## config.mk

```make
export PLATFORM = sky130hd
export DESIGN_NAME = axil_resp_mem
export DESIGN_NICKNAME = d
export VERILOG_FILES = /design/src/rtl/axil_resp_mem.sv
export SDC_FILE = /design/constraint.sdc
export NUM_CORES = 2
export LEC_CHECK = 0
export CAP_MARGIN = 25
export CORE_MARGIN = 3
export CORE_UTILIZATION = 30
export CTS_BUF_LIST = sky130_fd_sc_hd__clkbuf_16
export CTS_CLUSTER_SIZE = 8
export DETAILED_ROUTE_END_ITERATION = 16
export MAX_ROUTING_LAYER = met4
export SYNTH_ARGS = -nofsm -noshare
export SYNTH_HDL_FRONTEND = slang
export SYNTH_SLANG_ARGS = --single-unit
```

## constraint.sdc

```tcl
create_clock -name s00_axi_aclk -period 2.6 [get_ports s00_axi_aclk]
set_input_delay 0.26 -clock s00_axi_aclk [delete_from_list [all_inputs] [get_ports s00_axi_aclk]]
set_output_delay 0.26 -clock s00_axi_aclk [all_outputs]
set_load 0.005 [all_outputs]
```

## src/rtl/axil_resp_mem.sv

```systemverilog
// axil_resp_mem: AXI4-Lite subordinate backed by a 2**DEPTH_LOG2-word memory with independent read/write paths.
// Optional: define AXIL_RESP_MEM_SLVERR_EN to answer out-of-range accesses with SLVERR instead of aliasing.
module axil_resp_mem #(
   parameter int unsigned           DATA_WIDTH = 32,
   parameter int unsigned           ADDR_WIDTH = 32,
   parameter int unsigned           DEPTH_LOG2 = 6,
   parameter logic [ADDR_WIDTH-1:0] BASE_ADDR  = '0,
   parameter int unsigned           RD_LATENCY = 1
) (
   input  logic                    s00_axi_aclk,
   input  logic                    s00_axi_aresetn,
   input  logic [ADDR_WIDTH-1:0]   s00_axi_awaddr,
   input  logic [2:0]              s00_axi_awprot,
   input  logic                    s00_axi_awvalid,
   output logic                    s00_axi_awready,
   input  logic [DATA_WIDTH-1:0]   s00_axi_wdata,
   input  logic [DATA_WIDTH/8-1:0] s00_axi_wstrb,
   input  logic                    s00_axi_wvalid,
   output logic                    s00_axi_wready,
   output logic [1:0]              s00_axi_bresp,
   output logic                    s00_axi_bvalid,
   input  logic                    s00_axi_bready,
   input  logic [ADDR_WIDTH-1:0]   s00_axi_araddr,
   input  logic [2:0]              s00_axi_arprot,
   input  logic                    s00_axi_arvalid,
   output logic                    s00_axi_arready,
   output logic [DATA_WIDTH-1:0]   s00_axi_rdata,
   output logic [1:0]              s00_axi_rresp,
   output logic                    s00_axi_rvalid,
   input  logic                    s00_axi_rready,
   output logic [15:0]             wr_count,
   output logic [15:0]             rd_count
);
   localparam int unsigned DEPTH  = 1 << DEPTH_LOG2;
   localparam int unsigned STRB_W = DATA_WIDTH / 8;
   localparam int unsigned CNT_W  = 4;
   localparam int unsigned DIFF_W = ADDR_WIDTH + 1;
   localparam logic [1:0]  RESP_OKAY   = 2'b00;
   localparam logic [1:0]  RESP_SLVERR = 2'b10;
`ifdef AXIL_RESP_MEM_SLVERR_EN
   localparam bit SLVERR_EN = 1'b1;
`else
   localparam bit SLVERR_EN = 1'b0;
`endif

   typedef enum logic {W_IDLE, W_RESP} w_state_t;
   typedef enum logic [1:0] {R_IDLE, R_WAIT, R_DATA} r_state_t;

   w_state_t w_state, w_state_d;
   r_state_t r_state, r_state_d;

   logic [DATA_WIDTH-1:0] mem [DEPTH];

   logic                  aw_held, aw_held_d, w_held, w_held_d;
   logic [ADDR_WIDTH-1:0] aw_addr, ar_addr, ar_addr_d;
   logic [DATA_WIDTH-1:0] w_data, rdata_d;
   logic [STRB_W-1:0]     w_strb;
   logic                  awready_d, wready_d, bvalid_d, arready_d, rvalid_d;
   logic [1:0]            bresp_d, rresp_d;
   logic [15:0]           wr_count_d, rd_count_d;
   logic [CNT_W-1:0]      rd_cnt, rd_cnt_d;
   logic                  mem_we, aw_take, w_take, ar_take;

   // Address decode: borrow bit of the base subtraction flags addresses below BASE_ADDR
   logic [DIFF_W-1:0]     aw_diff, ar_diff;
   logic [DEPTH_LOG2-1:0] aw_idx, ar_idx;
   logic                  aw_ok, ar_ok;

   assign aw_diff = {1'b0, aw_addr} - {1'b0, BASE_ADDR};
   assign ar_diff = {1'b0, ar_addr} - {1'b0, BASE_ADDR};
   assign aw_idx  = aw_diff[DEPTH_LOG2+1:2];
   assign ar_idx  = ar_diff[DEPTH_LOG2+1:2];
   assign aw_ok   = !SLVERR_EN || (!aw_diff[ADDR_WIDTH] && (aw_diff[ADDR_WIDTH-1:DEPTH_LOG2+2] == '0));
   assign ar_ok   = !SLVERR_EN || (!ar_diff[ADDR_WIDTH] && (ar_diff[ADDR_WIDTH-1:DEPTH_LOG2+2] == '0));

   assign aw_take = s00_axi_awvalid && s00_axi_awready;
   assign w_take  = s00_axi_wvalid && s00_axi_wready;
   assign ar_take = s00_axi_arvalid && s00_axi_arready;

   logic unused_bits;
   assign unused_bits = ^{s00_axi_awprot, s00_axi_arprot, aw_diff[1:0], ar_diff[1:0]};

   // Write path: collect AW and W in any order, commit one edge after both are held
   always_comb begin
      w_state_d  = w_state;
      aw_held_d  = aw_held;
      w_held_d   = w_held;
      awready_d  = s00_axi_awready;
      wready_d   = s00_axi_wready;
      bvalid_d   = s00_axi_bvalid;
      bresp_d    = s00_axi_bresp;
      wr_count_d = wr_count;
      mem_we     = 1'b0;
      case (w_state)
         W_IDLE: begin
            if (aw_held && w_held) begin
               mem_we    = aw_ok;
               bvalid_d  = 1'b1;
               bresp_d   = aw_ok ? RESP_OKAY : RESP_SLVERR;
               aw_held_d = 1'b0;
               w_held_d  = 1'b0;
               awready_d = 1'b0;
               wready_d  = 1'b0;
               w_state_d = W_RESP;
            end else begin
               aw_held_d = aw_held || aw_take;
               w_held_d  = w_held || w_take;
               awready_d = !(aw_held || aw_take);
               wready_d  = !(w_held || w_take);
            end
         end
         W_RESP: begin
            awready_d = 1'b0;
            wready_d  = 1'b0;
            if (s00_axi_bvalid && s00_axi_bready) begin
               bvalid_d   = 1'b0;
               bresp_d    = RESP_OKAY;
               awready_d  = 1'b1;
               wready_d   = 1'b1;
               wr_count_d = wr_count + 16'd1;
               w_state_d  = W_IDLE;
            end
         end
         default: w_state_d = W_IDLE;
      endcase
   end

   // Read path: the AR edge captures the address; data is sampled RD_LATENCY edges later
   always_comb begin
      r_state_d  = r_state;
      ar_addr_d  = ar_addr;
      rd_cnt_d   = rd_cnt;
      arready_d  = s00_axi_arready;
      rvalid_d   = s00_axi_rvalid;
      rdata_d    = s00_axi_rdata;
      rresp_d    = s00_axi_rresp;
      rd_count_d = rd_count;
      case (r_state)
         R_IDLE: begin
            if (ar_take) begin
               ar_addr_d = s00_axi_araddr;
               rd_cnt_d  = CNT_W'(RD_LATENCY);
               arready_d = 1'b0;
               r_state_d = R_WAIT;
            end else begin
               arready_d = 1'b1;
            end
         end
         R_WAIT: begin
            if (rd_cnt == CNT_W'(1)) begin
               rvalid_d  = 1'b1;
               rdata_d   = ar_ok ? mem[ar_idx] : '0;
               rresp_d   = ar_ok ? RESP_OKAY : RESP_SLVERR;
               r_state_d = R_DATA;
            end else begin
               rd_cnt_d = rd_cnt - CNT_W'(1);
            end
         end
         R_DATA: begin
            if (s00_axi_rvalid && s00_axi_rready) begin
               rvalid_d   = 1'b0;
               arready_d  = 1'b1;
               rd_count_d = rd_count + 16'd1;
               r_state_d  = R_IDLE;
            end
         end
         default: r_state_d = R_IDLE;
      endcase
   end

   always_ff @(posedge s00_axi_aclk or negedge s00_axi_aresetn) begin
      if (!s00_axi_aresetn) begin
         w_state         <= W_IDLE;
         r_state         <= R_IDLE;
         aw_held         <= 1'b0;
         w_held          <= 1'b0;
         aw_addr         <= '0;
         w_data          <= '0;
         w_strb          <= '0;
         ar_addr         <= '0;
         rd_cnt          <= '0;
         s00_axi_awready <= 1'b0;
         s00_axi_wready  <= 1'b0;
         s00_axi_bvalid  <= 1'b0;
         s00_axi_bresp   <= RESP_OKAY;
         s00_axi_arready <= 1'b0;
         s00_axi_rvalid  <= 1'b0;
         s00_axi_rdata   <= '0;
         s00_axi_rresp   <= RESP_OKAY;
         wr_count        <= '0;
         rd_count        <= '0;
      end else begin
         w_state         <= w_state_d;
         r_state         <= r_state_d;
         aw_held         <= aw_held_d;
         w_held          <= w_held_d;
         ar_addr         <= ar_addr_d;
         rd_cnt          <= rd_cnt_d;
         s00_axi_awready <= awready_d;
         s00_axi_wready  <= wready_d;
         s00_axi_bvalid  <= bvalid_d;
         s00_axi_bresp   <= bresp_d;
         s00_axi_arready <= arready_d;
         s00_axi_rvalid  <= rvalid_d;
         s00_axi_rdata   <= rdata_d;
         s00_axi_rresp   <= rresp_d;
         wr_count        <= wr_count_d;
         rd_count        <= rd_count_d;
         if (aw_take) aw_addr <= s00_axi_awaddr;
         if (w_take) begin
            w_data <= s00_axi_wdata;
            w_strb <= s00_axi_wstrb;
         end
      end
   end

   // Storage: byte-enabled write at the commit edge
   always_ff @(posedge s00_axi_aclk or negedge s00_axi_aresetn) begin
      if (!s00_axi_aresetn) begin
         for (int i = 0; i < int'(DEPTH); i++) mem[i] <= '0;
      end else if (mem_we) begin
         for (int b = 0; b < int'(STRB_W); b++) begin
            if (w_strb[b]) mem[aw_idx][8*b +: 8] <= w_data[8*b +: 8];
         end
      end
   end
endmodule

```

==> run metrics <==
status=finished with violations; violated checks=negative setup slack; fin cells=11600; Setup CP Type=register to register; nets=7375; Avg Cell Area, Syn=14.9 um2; initial antenna violation count=16; CTS tree=built; Worst EP required=3.40 ns; register area share after synthesis=0.553; final period utilization=1.08; number of core rows=209; DP Worst Slack=-0.168 ns; worst-margin pin slew=1.17 ns; leading cell type in the layout, fill and taps excluded=dfrtp_1; setup ws final=-0.217 ns; 1st-iter DRT viols=4407; number of buffers on the longest clock path=4; WL final=289000 um; synthesized area=98400 um2; Leak=57.0 nW; chip height=579 um; gpl congestion=0.875; RSZ-0062 raised after global routing=yes; Mapped Cells=6591; # DRC=0; largest net degree at the start of global routing=107; vias in the first global route=63700; first-pass GRT wire length=431000 um; Num CTS Buffers=323; max_cap viols=0; ys async rst share=1.00; Layout Skew=0.0472 ns; Tmin final=2.82 ns; Max FO, Critical Path=12; I/O Buffers=123; Rel. slew slack=0.222; Slew Limit Fails=0; HP Class=input port to register; Die ar.=335000 um2; HPWL Detailed=194000 um; critical path capture point type=register; Area growth, synth to finish=21.8%; Critical Path AT=3.61 ns; f_max=355 MHz; Initial Util=0.302; share of cells above drive strength 1=0.503; synth warn=0; Worst Setup Start Kind=register; Die W=579 um; vias per cell=5.14; DP Cell Count=11200; All-Layer GR Usage=0.176; Vias=59800; GRT overflow=0; Peak VDD IR=0.744 mV; H-tree Lvls=5; wire length per cell=24.8 um; TritonRoute pass-1 iters=7; Final setup violation count=318; root buffer cell=clkbuf_16; EDFF count, synth=0; number of routed nets with antenna violations=0; Clk pin slew, worst setup/hold paths=0.05 ns; pwr dens=983 nW/um2; hold slack=0.0191 ns; ys flop type=dfrtp_1; final hold vios=0; Clock Sinks=2174; Netlist cell types=47; Core ar.=325000 um2; worst skew pair latency=0.92 ns; I/O pin count=186; Synth Register Bits=2174; most frequent cells in the layout=2137 x dfrtp_1, 2134 x mux2_2, 482 x buf_4
## where the power goes
group | switching, mW | internal, mW
registers | 4.63 | 38.4
clock network | 14.1 | 22.1
logic | 21.2 | 17.3
total | 40.0 | 77.8
## state kept, by name, summed over array words and instances, names as in the netlist, 2 cells and up
name,cells
w_strb,4
rd_cnt,4
s00_axi_rdata,32
mem,2048
w_data,32
rd_count,16
ar_addr,6
wr_count,16
r_state,2
aw_addr,6
## layer usage
| metal | GRT usage | up-vias | share of wire |
|---|---|---|---|
| li1 | - | 25700 | - |
| met1 | 0.232 | 32100 | 0.44 |
| met2 | 0.270 | 1512 | 0.47 |
| met3 | 0.0354 | 528 | 0.058 |
| met4 | 0.0584 | 0 | 0.033 |
| met5 | - | - | 0 |
## timing repair
action / in CTS / in global routing
setup endpoints to repair: 81 / 570
buffers inserted: 12 / 34
cloned: 3 / 7
pin swaps: 6 / 11
hold buffers: 27 / 0
gates resized for setup: 39 / 82
endpoints found under the hold margin: 1208 / 0
## per-stage QoR
step / TNS (ns) / area [um2] / total power [mW] / util
after floorplan: 0 / 98400 / 62.5 / -
after global placement: -3.58 / 110000 / 78.8 / 0.337
after detailed placement: -3.88 / 110000 / 79.7 / 0.337
after CTS: -1.45 / 119000 / 117 / 0.365
after global routing: -40.27 / 120000 / 123 / 0.368
final: -20.97 / 120000 / 118 / 0.368
## cells in the mapped netlist, types with 2 or more instances
cell type	count	share of area
a2111oi_0	7	0.00062
a211oi_1	32	0.0024
a21oi_1	3	0.00015
a221o_1	31	0.0032
a22oi_1	224	0.017
a31oi_1	31	0.0020
and2_1	10	0.00064
and3_1	39	0.0025
and3b_1	2	0.00018
and4_1	3	0.00027
buf_1	20	0.00076
buf_2	105	0.0053
buf_4	19	0.0014
buf_6	4	0.00046
clkbuf_1	340	0.013
dfrtp_1	2174	0.55
ha_1	4	0.00051
inv_1	5	0.00019
mux2_2	2136	0.24
mux2i_1	480	0.049
mux4_2	313	0.072
nand2_1	152	0.0058
nand2b_1	3	0.00019
nand3_1	46	0.0023
nand4_1	7	0.00045
nor2_1	159	0.0061
nor2_2	80	0.0051
nor2b_1	12	0.00076
nor3_1	3	0.00015
nor3b_1	3	0.00023
o211ai_1	31	0.0024
o21ai_0	34	0.0017
o22ai_1	33	0.0021
or3_1	2	0.00013
or3b_2	2	0.00018
xnor2_1	24	0.0021
xor2_1	8	0.00071
## cell families (layout without fill, tap and decap cells)
group,count (synthesis),after routing,share of synthesized area
DFF,2174,2174,0.553
adders and majority gates,4,4,0.000509
other,1,19,0.0000381
muxes,2929,2929,0.365
xor gates and xnor gates,32,32,0.00285
AOI/OAI and AO/OA,430,430,0.0319
buffers and inverters,494,1199,0.0213
and+or+nand+nor,527,527,0.0253
## final cells by class
class / instances / area [um2]
diodes: 15 / 37.5
clock buffers: 329 / 8230
clock inverters: 37 / 209
fillers: 30700 / 205000
inverters: 5 / 18.8
multi-input cells: 3926 / 42400
flip-flops and latches: 2174 / 54500
well taps: 4325 / 5410
repair buffers: 828 / 9070
## critical path, cell delays in order, from the launching register on
cell and delay (ns):
dfrtp_1 0.53, nand2_1 0.09, nor2_1 0.46, nand2_1 0.59, nor2_2 0.62, mux2_2 0.40
## final timing paths
path | startpoint | end | slack [ns] | depth (start not counted)
min in group asynchronous | s00_axi_aresetn | mem[711] | 0.10 | 2
max | aw_addr[3] | mem[1427] | -0.22 | 5
max reg2reg | aw_addr[3] | mem[1427] | -0.22 | 5
max in group asynchronous | s00_axi_aresetn | rd_count[2] | 1.43 | 3
min | s00_axi_wstrb[1] | w_strb[1] | 0.02 | 2
min reg2reg | wr_count[15] | wr_count[15] | 0.48 | 1
(Power assumes the default switching activity.)
